==> config.mk <==
export PLATFORM = sky130hd
export DESIGN_NAME = vga_pixel_out_flat
export DESIGN_NICKNAME = d
export VERILOG_FILES = /design/src/rtl/vga_pixel_out_if.sv /design/src/rtl/vga_pixel_out.sv /design/src/flat_wrapper.sv
export SDC_FILE = /design/constraint.sdc
export NUM_CORES = 1
export LEC_CHECK = 0
export ABC_AREA = 1
export CORE_ASPECT_RATIO = 1.4
export CORE_MARGIN = 5
export CORE_UTILIZATION = 43
export CTS_CLUSTER_DIAMETER = 40
export DETAILED_ROUTE_END_ITERATION = 8
export PLACE_DENSITY = 0.81
export SLEW_MARGIN = 0
export SYNTH_ARGS = -nofsm -noshare
export SYNTH_HDL_FRONTEND = slang
export SYNTH_SLANG_ARGS = --single-unit
==> constraint.sdc <==
create_clock -name clk -period 1.7 [get_ports clk]
set_clock_uncertainty 0.05 [all_clocks]
set_input_delay 0.255 -clock clk [delete_from_list [all_inputs] [get_ports clk]]
set_output_delay 0.255 -clock clk [all_outputs]
set_load 0.01 [all_outputs]
==> src/rtl/vga_pixel_out_if.sv <==
// vga_pixel_out_if: pixel path between the object mux, the raster generator and the VGA pins
interface vga_pixel_out_if;
    logic [7:0]  RGBIn;
    logic [10:0] pixelX;
    logic [10:0] pixelY;
    logic        startOfFrame;
    logic [7:0]  VGA_R;
    logic [7:0]  VGA_G;
    logic [7:0]  VGA_B;
    logic        VGA_HS;
    logic        VGA_VS;
    logic        VGA_BLANK_N;
    logic        VGA_SYNC_N;

    modport master (
        input  RGBIn,
        output pixelX, pixelY, startOfFrame,
        output VGA_R, VGA_G, VGA_B, VGA_HS, VGA_VS, VGA_BLANK_N, VGA_SYNC_N
    );

    modport slave (
        output RGBIn,
        input  pixelX, pixelY, startOfFrame,
        input  VGA_R, VGA_G, VGA_B, VGA_HS, VGA_VS, VGA_BLANK_N, VGA_SYNC_N
    );
endinterface

==> src/rtl/vga_pixel_out.sv <==
// vga_pixel_out: raster counters plus sync/blank delayed to meet the mux pixel, expanded to 8-bit DAC colour
module vga_pixel_out #(
    parameter int H_VISIBLE  = 640,
    parameter int H_FRONT    = 16,
    parameter int H_SYNC     = 96,
    parameter int H_BACK     = 48,
    parameter int V_VISIBLE  = 480,
    parameter int V_FRONT    = 10,
    parameter int V_SYNC     = 2,
    parameter int V_BACK     = 33,
    parameter int PIPE_DELAY = 2
) (
    input logic             clk,
    input logic             resetN,
    vga_pixel_out_if.master vga
);
    localparam logic [10:0] H_TOTAL  = 11'(H_VISIBLE + H_FRONT + H_SYNC + H_BACK);
    localparam logic [10:0] V_TOTAL  = 11'(V_VISIBLE + V_FRONT + V_SYNC + V_BACK);
    localparam logic [10:0] H_VIS    = 11'(H_VISIBLE);
    localparam logic [10:0] V_VIS    = 11'(V_VISIBLE);
    localparam logic [10:0] HS_START = 11'(H_VISIBLE + H_FRONT);
    localparam logic [10:0] HS_END   = 11'(H_VISIBLE + H_FRONT + H_SYNC);
    localparam logic [10:0] VS_START = 11'(V_VISIBLE + V_FRONT);
    localparam logic [10:0] VS_END   = 11'(V_VISIBLE + V_FRONT + V_SYNC);

    logic [10:0] hcnt, vcnt, h_next, v_next;
    logic h_wrap, hs_raw, vs_raw, vis_raw, sof_next, vis_d;
    logic [PIPE_DELAY-1:0] hs_sr, vs_sr, vis_sr;
    logic [2:0] r, g;
    logic [1:0] b;

    assign vga.pixelX     = hcnt;
    assign vga.pixelY     = vcnt;
    assign vga.VGA_SYNC_N = 1'b0;

    always_comb begin
        h_wrap   = hcnt == H_TOTAL - 11'd1;
        h_next   = h_wrap ? '0 : hcnt + 11'd1;
        v_next   = !h_wrap ? vcnt : (vcnt == V_TOTAL - 11'd1) ? '0 : vcnt + 11'd1;
        sof_next = h_next == '0 && v_next == V_VIS;
        hs_raw   = !(hcnt >= HS_START && hcnt < HS_END);
        vs_raw   = !(vcnt >= VS_START && vcnt < VS_END);
        vis_raw  = hcnt < H_VIS && vcnt < V_VIS;
        vis_d    = vis_sr[PIPE_DELAY-1];
        {r, g, b} = vga.RGBIn;
    end

    // Sync/blank travel PIPE_DELAY stages so the output register pairs them with the RGB that comes back
    always_ff @(posedge clk or negedge resetN) begin
        if (!resetN) begin
            hcnt             <= '0;
            vcnt             <= '0;
            vga.startOfFrame <= 1'b0;
            hs_sr            <= '1;
            vs_sr            <= '1;
            vis_sr           <= '0;
            vga.VGA_HS       <= 1'b1;
            vga.VGA_VS       <= 1'b1;
            vga.VGA_BLANK_N  <= 1'b0;
            vga.VGA_R        <= '0;
            vga.VGA_G        <= '0;
            vga.VGA_B        <= '0;
        end else begin
            hcnt             <= h_next;
            vcnt             <= v_next;
            vga.startOfFrame <= sof_next;
            hs_sr            <= PIPE_DELAY'({hs_sr, hs_raw});
            vs_sr            <= PIPE_DELAY'({vs_sr, vs_raw});
            vis_sr           <= PIPE_DELAY'({vis_sr, vis_raw});
            vga.VGA_HS       <= hs_sr[PIPE_DELAY-1];
            vga.VGA_VS       <= vs_sr[PIPE_DELAY-1];
            vga.VGA_BLANK_N  <= vis_d;
            vga.VGA_R        <= vis_d ? {r, r, r[2:1]} : '0;
            vga.VGA_G        <= vis_d ? {g, g, g[2:1]} : '0;
            vga.VGA_B        <= vis_d ? {b, b, b, b} : '0;
        end
    end
endmodule

==> src/flat_wrapper.sv <==
// flat-port wrapper written by rule: the top's interface ports become plain ports
module vga_pixel_out_flat 
#(
    parameter int H_VISIBLE  = 640,
    parameter int H_FRONT    = 16,
    parameter int H_SYNC     = 96,
    parameter int H_BACK     = 48,
    parameter int V_VISIBLE  = 480,
    parameter int V_FRONT    = 10,
    parameter int V_SYNC     = 2,
    parameter int V_BACK     = 33,
    parameter int PIPE_DELAY = 2
)
  (clk, resetN, vga_RGBIn, vga_pixelX, vga_pixelY, vga_startOfFrame, vga_VGA_R, vga_VGA_G, vga_VGA_B, vga_VGA_HS, vga_VGA_VS, vga_VGA_BLANK_N, vga_VGA_SYNC_N);
  vga_pixel_out_if vga_i ();
  input logic clk;
  input logic resetN;
  input wire logic [$bits(vga_i.RGBIn)-1:0] vga_RGBIn;
  output wire logic [$bits(vga_i.pixelX)-1:0] vga_pixelX;
  output wire logic [$bits(vga_i.pixelY)-1:0] vga_pixelY;
  output wire logic [$bits(vga_i.startOfFrame)-1:0] vga_startOfFrame;
  output wire logic [$bits(vga_i.VGA_R)-1:0] vga_VGA_R;
  output wire logic [$bits(vga_i.VGA_G)-1:0] vga_VGA_G;
  output wire logic [$bits(vga_i.VGA_B)-1:0] vga_VGA_B;
  output wire logic [$bits(vga_i.VGA_HS)-1:0] vga_VGA_HS;
  output wire logic [$bits(vga_i.VGA_VS)-1:0] vga_VGA_VS;
  output wire logic [$bits(vga_i.VGA_BLANK_N)-1:0] vga_VGA_BLANK_N;
  output wire logic [$bits(vga_i.VGA_SYNC_N)-1:0] vga_VGA_SYNC_N;
  assign vga_i.RGBIn = vga_RGBIn;
  assign vga_pixelX = vga_i.pixelX;
  assign vga_pixelY = vga_i.pixelY;
  assign vga_startOfFrame = vga_i.startOfFrame;
  assign vga_VGA_R = vga_i.VGA_R;
  assign vga_VGA_G = vga_i.VGA_G;
  assign vga_VGA_B = vga_i.VGA_B;
  assign vga_VGA_HS = vga_i.VGA_HS;
  assign vga_VGA_VS = vga_i.VGA_VS;
  assign vga_VGA_BLANK_N = vga_i.VGA_BLANK_N;
  assign vga_VGA_SYNC_N = vga_i.VGA_SYNC_N;
  vga_pixel_out #(.H_VISIBLE(H_VISIBLE), .H_FRONT(H_FRONT), .H_SYNC(H_SYNC), .H_BACK(H_BACK), .V_VISIBLE(V_VISIBLE), .V_FRONT(V_FRONT), .V_SYNC(V_SYNC), .V_BACK(V_BACK), .PIPE_DELAY(PIPE_DELAY)) u_core (.clk(clk), .resetN(resetN), .vga(vga_i));
endmodule
==> results of run 1 <==
==> path summary, 6_finish.rpt <==
check                                                    start                           endpoint  slack [ps]  cells past startpoint
worst max-delay path            u_core.vga.pixelY[0]$_DFF_PN0_  u_core.vga.startOfFrame$_DFF_PN0_          20                     13
worst min-delay path                u_core.vis_sr[0]$_DFF_PN0_         u_core.vis_sr[1]$_DFF_PN0_         300                      0
worst max register to register  u_core.vga.pixelY[0]$_DFF_PN0_  u_core.vga.startOfFrame$_DFF_PN0_          20                     13
worst min register to register      u_core.vis_sr[0]$_DFF_PN0_         u_core.vis_sr[1]$_DFF_PN0_         300                      0
max in group asynchronous                               resetN     u_core.vga.pixelY[1]$_DFF_PN0_         710                      3
min in group asynchronous                               resetN     u_core.vga.pixelY[6]$_DFF_PN0_         400                      2
==> cell type report <==
class | instances | area [um^2]
fillers | 395 | 1748
clock buffers | 5 | 68.82
multi-input cells | 175 | 905.9
clock inverters | 3 | 46.29
flip-flops and latches | 40 | 1020
inverters | 51 | 195.2
well taps | 64 | 80.08
repair buffers | 91 | 853.3
==> logic make-up after synthesis <==
logic type / count (synthesis) / share of synthesized area (%)
AO/OA/AOI/OAI: 9 / 2.385
XOR/XNOR: 2 / 0.7951
adder cells (fa/ha/maj): 3 / 1.704
buffers and inverters: 73 / 16.35
flip-flops: 40 / 45.77
other: 1 / 0.1702
AND/OR/NAND/NOR: 159 / 32.82
==> layout by cell type (no fill, tap or decap) <==
cell type / instances
dlygate4sd3_1: 1
bufinv_16: 1
nand3_2: 3
buf_4: 30
dfrtp_2: 9
nand3b_1: 1
clkinvlp_4: 1
nand2_2: 7
inv_4: 1
dfrtp_1: 25
nor4_1: 1
inv_2: 4
xor2_1: 2
inv_1: 45
nor2_4: 3
nand3_4: 1
nand4_1: 8
dlymetal6s2s_1: 5
nand2_4: 2
ha_4: 2
dfstp_2: 6
nor3_1: 4
ha_2: 1
buf_2: 1
clkdlybuf4s50_1: 53
nand3_1: 20
a21oi_1: 2
conb_1: 1
nor2_2: 9
o21bai_1: 1
clkinv_2: 1
inv_6: 1
clkbuf_8: 5
o21ai_0: 4
buf_12: 1
o211ai_1: 2
nand2_1: 82
nor2_1: 19
==> flip-flops by register name (all words and copies together) (netlist names) <==
signal,flops
u_core.vga.pixelX,11
u_core.vga.pixelY,11
u_core.vga.VGA_G,3
u_core.vga.VGA_R,3
u_core.hs_sr,2
u_core.vga.VGA_B,2
u_core.vis_sr,2
u_core.vs_sr,2
u_core.vga.VGA_BLANK_N,1
u_core.vga.VGA_HS,1
u_core.vga.VGA_VS,1
u_core.vga.startOfFrame,1
==> per-layer routing <==
metal / track usage (%) / wire [um]
met1: 18.71 / 2210
met2: 30.08 / 3126
met3: 3.940 / 392
met4: 8.466 / 182
met5: 0 / 0
==> report_power, final <==
| group | internal (mW) | switching, mW | leakage [nW] | total [mW] |
|---|---|---|---|---|
| logic | 0.0740 | 0.0523 | 1.04 | 0.126 |
| clock network | 0.442 | 0.351 | 0.0548 | 0.793 |
| registers | 0.961 | 0.00655 | 0.476 | 0.967 |
| total | 1.48 | 0.410 | 1.57 | 1.89 |
==> timing repair <==
item                                   4_1_cts  5_1_grt
setup endpoints to repair                    3       10
pin swaps                                    1       16
cloned                                       0        1
buffers inserted                             1       10
endpoints found under the hold margin       14        0
hold buffers                                 1        0
resized for setup                            4       30
==> worst reg2reg max path, delay by kind of cell, from the launching register on <==
family | cells | cell delay [ps]
adder cells (fa/ha/maj) | 1 | 220
AND/OR/NAND/NOR | 10 | 810
buffers and inverters | 2 | 130
flip-flops | 1 | 420
==> through the flow <==
step | cells | power [mW] | hold WS [ps]
detailed placement | 408 | 1.114 | 191.5
CTS | 418 | 1.913 | 301.8
floorplan | 287 | 1.039 | -90.59
finish | 429 | 1.887 | 298.3
global route | 429 | 1.976 | 306.5
global placement | 408 | 1.111 | 186.1
==> flow_summary.toml, run 1 <==
[outcome]
outcome = "complete, no violations"

[sta]
tns_ps = 0
finalSetupViolCount = 0
rsz0062_at_grt = "yes"
max_freq_mhz = 595.6
period_share_pct = 98.77
min_period_ps = 1679
setup_ws_ps = 20.89
slew_violations = 0
hold_violations = 0

[critical_path]
path_max_fanout = 5
startpoint_type = "flip-flop"
crit_path_frequent_cell = "nand2_1"
cp_num_buf_inv = 2
worstPathRequired_ps = 1890
crit_slowest_cell = "dfrtp_2"
crit_family = "simple AND/OR/NAND/NOR gates"
crit_type = "reg2reg"
critical-path-max-stage-delay_ps = 420
path_cells = "ha_2, inv_1, nor2_2, nand2_1, nand2_1, nand2_1, nand2_1, nand2_1, inv_2, nand2_1, nor2_2, nand3_1, nor2_1"
worstPathArrival_ps = 1870
crit_path_end_kind = "flip-flop"

[grt]
grt_max_degree = 22
grt.total_usage_pct = 16.89
grt_pass1_vias = 2067
grt_pass1_wl_um = 9032
overflow = 0
antenna_found_initial = 0

[detailed_routing]
routed_wl_um = 5911
via_count = 2164
detail-route-antenna-nets = 0
drc = 0
drt_first_iter_violations = 174
via_per_inst = 5.044
drt_pass1_iterations = 5
wl_per_cell_um = 13.78

[die]
coreArea_um2 = 4917
die-area_um2 = 6676
initial_core_util_pct = 44.81
ios = 61
die-height_um = 94.70
die_x_um = 70.50
placementRows = 30

[cells_and_area]
drive_gt1_share_pct = 24.38
syn2layout_area_growth_pct = 43.84
design_area_um2 = 3169
utilization_pct = 64.45
antennaDiodeCount = 0
final_net_count = 377

[worst_hold_path]
hold_class = "reg2reg"

[placed_design]
place_area_um2 = 2868
port-buffer-count = 59
place.detailed.hpwl_um = 4090
gp_congestion = 0.8600
place_ws_ps = -24.07

[logic_synthesis]
synth_area_leaders = "dfrtp_1, nand2_1, inv_1"
synth-seq-cells = 40
synthTopCellsByCount = "nand2_1, inv_1, dfrtp_1"
async_flop_share_pct = 100.0
syn_inst = 287
yosysSeqAreaShare_pct = 45.77
ys_types = 28
synth_fp_nets = 300
avgSynthCellArea_um2 = 7.677
synth_top_area_cell = "dfrtp_1"
synth.most_common_cell = "nand2_1"
synthFlopType = "dfrtp_1"
synth_edf_count = 0
synth_warnings = 0
yosys.area.top_type_share_pct = 38.61
netlist_area_um2 = 2203

[clocking]
htree_levels = 2
clk_pin_slew_ps = 80
cts_tree = "built"
cts_sinks = 40
clock_path_buffers = 2
cts_buffers = 5
cts_root_buf = "clkbuf_8"
clk_latency_ps = 300

[power]
ir_drop_v = 0.0004099
power_per_cell_area_nw_per_um2 = 595.5
p_leak_nw = 1.571

[run]
max-cap-violations = 0
(Power assumes the default switching activity.)
==> run 2: changes to the inputs <==
Settings changed: CELL_PAD_IN_SITES_DETAIL_PLACEMENT from default to 0, CELL_PAD_IN_SITES_GLOBAL_PLACEMENT from default to 1, CORE_UTILIZATION 43 to 31.
==> flow_summary.toml, run 2 (synthesis results as in run 1) <==
[critical_path]
timing.reg2reg.setup_slack_ps = 60
worstPathArrival_ps = 1340
r2r_start = "u_core.vga.pixelX[0]$_DFF_PN0_"
crit_path_end_kind = "output pin"
cp_num_buf_inv = 1
path_cells = "clkdlybuf4s50_1"
worstPathRequired_ps = 1390
rr_worst_depth = 10
path_max_fanout = 6
critical-path-max-stage-delay_ps = 590
crit_slowest_cell = "clkdlybuf4s50_1"
crit_family = "buffers and inverters"
startpoint_type = "flip-flop"
reg2reg_to = "u_core.vga.startOfFrame$_DFF_PN0_"
crit_type = "reg2out"

[run]
max-cap-violations = 0

[detailed_routing]
drt_pass1_iterations = 4
via_per_inst = 4.351
drt_first_iter_violations = 67
routed_wl_um = 5595
drc = 0
wl_per_cell_um = 12.35
via_count = 1971
detail-route-antenna-nets = 0

[power]
ir_drop_v = 0.0004463
p_total_mw = 1.898
p_leak_nw = 1.544
power_per_cell_area_nw_per_um2 = 606.2

[cells_and_area]
final_net_count = 370
final_common_cell = "nand2_1"
drive_gt1_share_pct = 19.83
utilization_pct = 45.13
antennaDiodeCount = 0
syn2layout_area_growth_pct = 42.08
final_cell_mix = "nand2_1, clkdlybuf4s50_1, inv_1"

[clocking]
clk_latency_ps = 300
cts_sinks = 40
htree_levels = 2
cts_tree = "built"
cts_root_buf = "clkbuf_8"
clk_pin_slew_ps = 90
clock_path_buffers = 2
cts_buffers = 5

[sta]
hold_violations = 0
worst_hold_slack_ps = 305.7
min_period_ps = 1645
slew_violations = 0
period_share_pct = 96.75
rsz0062_at_grt = "yes"
max_freq_mhz = 608.0
finalSetupViolCount = 0

[grt]
grt_pass1_wl_um = 8694
overflow = 0
grt_max_degree = 24
antenna_found_initial = 0
grt_pass1_vias = 1916
grt.total_usage_pct = 12.89

[worst_hold_path]
min_from = "u_core.vis_sr[0]$_DFF_PN0_"
whs_path_depth = 0
hold_class = "reg2reg"
whs_endpoint = "u_core.vis_sr[1]$_DFF_PN0_"

[placed_design]
port-buffer-count = 59
gp_congestion = 0.9254
place.detailed.hpwl_um = 4521

[outcome]
outcome = "complete, no violations"

[die]
ios = 61
placementRows = 36
coreArea_um2 = 6937
die-area_um2 = 8918
die_x_um = 81.25
die-height_um = 109.8
initial_core_util_pct = 31.76
[run 2: cell types whose count changed in the layout (fill, tap and decap cells not counted), sizes merged]
cell and change:
dlygate4sd2 +1, buf -6, dlymetal6s2s -1, nor2 -1, inv -1, clkinv +1
[run 2: area by class of cell]
cell class | count | area (um^2)
Multi-Input combinational cell | 174 | 867.1
Clock inverter | 3 | 46.29
Fill cell | 706 | 3806
Timing Repair Buffer | 85 | 817.0
Tap cell | 95 | 118.9
Sequential cell | 40 | 1018
Inverter | 51 | 193.9
Clock buffer | 5 | 68.82
[run 2: worst max path at each step]
| stage | startpoint | end | slack (ps) | cells after the start |
|---|---|---|---|---|
| final | u_core.vga.pixelY[8]$_DFF_PN0_ | vga_pixelY[8] | 60 | 1 |
| after global routing | u_core.vga.pixelY[1]$_DFF_PN0_ | u_core.vga.startOfFrame$_DFF_PN0_ | -90 | 13 |
| after CTS | u_core.vga.pixelY[0]$_DFF_PN0_ | u_core.vga.startOfFrame$_DFF_PN0_ | 5 | 13 |
| after detailed placement | u_core.vga.pixelY[1]$_DFF_PN0_ | u_core.vga.startOfFrame$_DFF_PN0_ | -20 | 13 |
| after global placement | u_core.vga.pixelY[0]$_DFF_PN0_ | u_core.vga.startOfFrame$_DFF_PN0_ | -1 | 10 |
| after floorplan | u_core.vga.pixelX[0]$_DFF_PN0_ | u_core.vga.startOfFrame$_DFF_PN0_ | 10 | 12 |
[run 2: metal layers]
metal  track usage, %  vias to the layer above  wire (um)
met2            23.44                       55       2950
met1            13.90                      903       2214
met3            1.967                       11        240
li1                 -                     1002          -
met5                0                        -          0
met4            7.367                        0        189
[run 2: power by group]
part           leakage (nW)  internal (mW)  switching (mW)
clock network        0.0548          0.442           0.361
registers             0.478          0.961         0.00627
logic                  1.01         0.0740          0.0526
[run 2: repair_timing]
action	in CTS	in global routing
pin swaps	1	2
hold endpoints to repair	16	0
setup endpoints to repair	4	10
resized for setup	4	16
setup buffers	2	2
hold buffers	1	0
[run 2: stage by stage]
stage	instances	instance area [um^2]	worst slack (ps)	TNS [ps]
floorplan	287	2206	9.560	0
global placement	440	2914	-1.470	-1.470
detailed placement	440	2914	-17.48	-17.48
CTS	451	3058	5.058	0
global route	453	3131	-92.55	-92.55
finish	453	3131	55.22	0
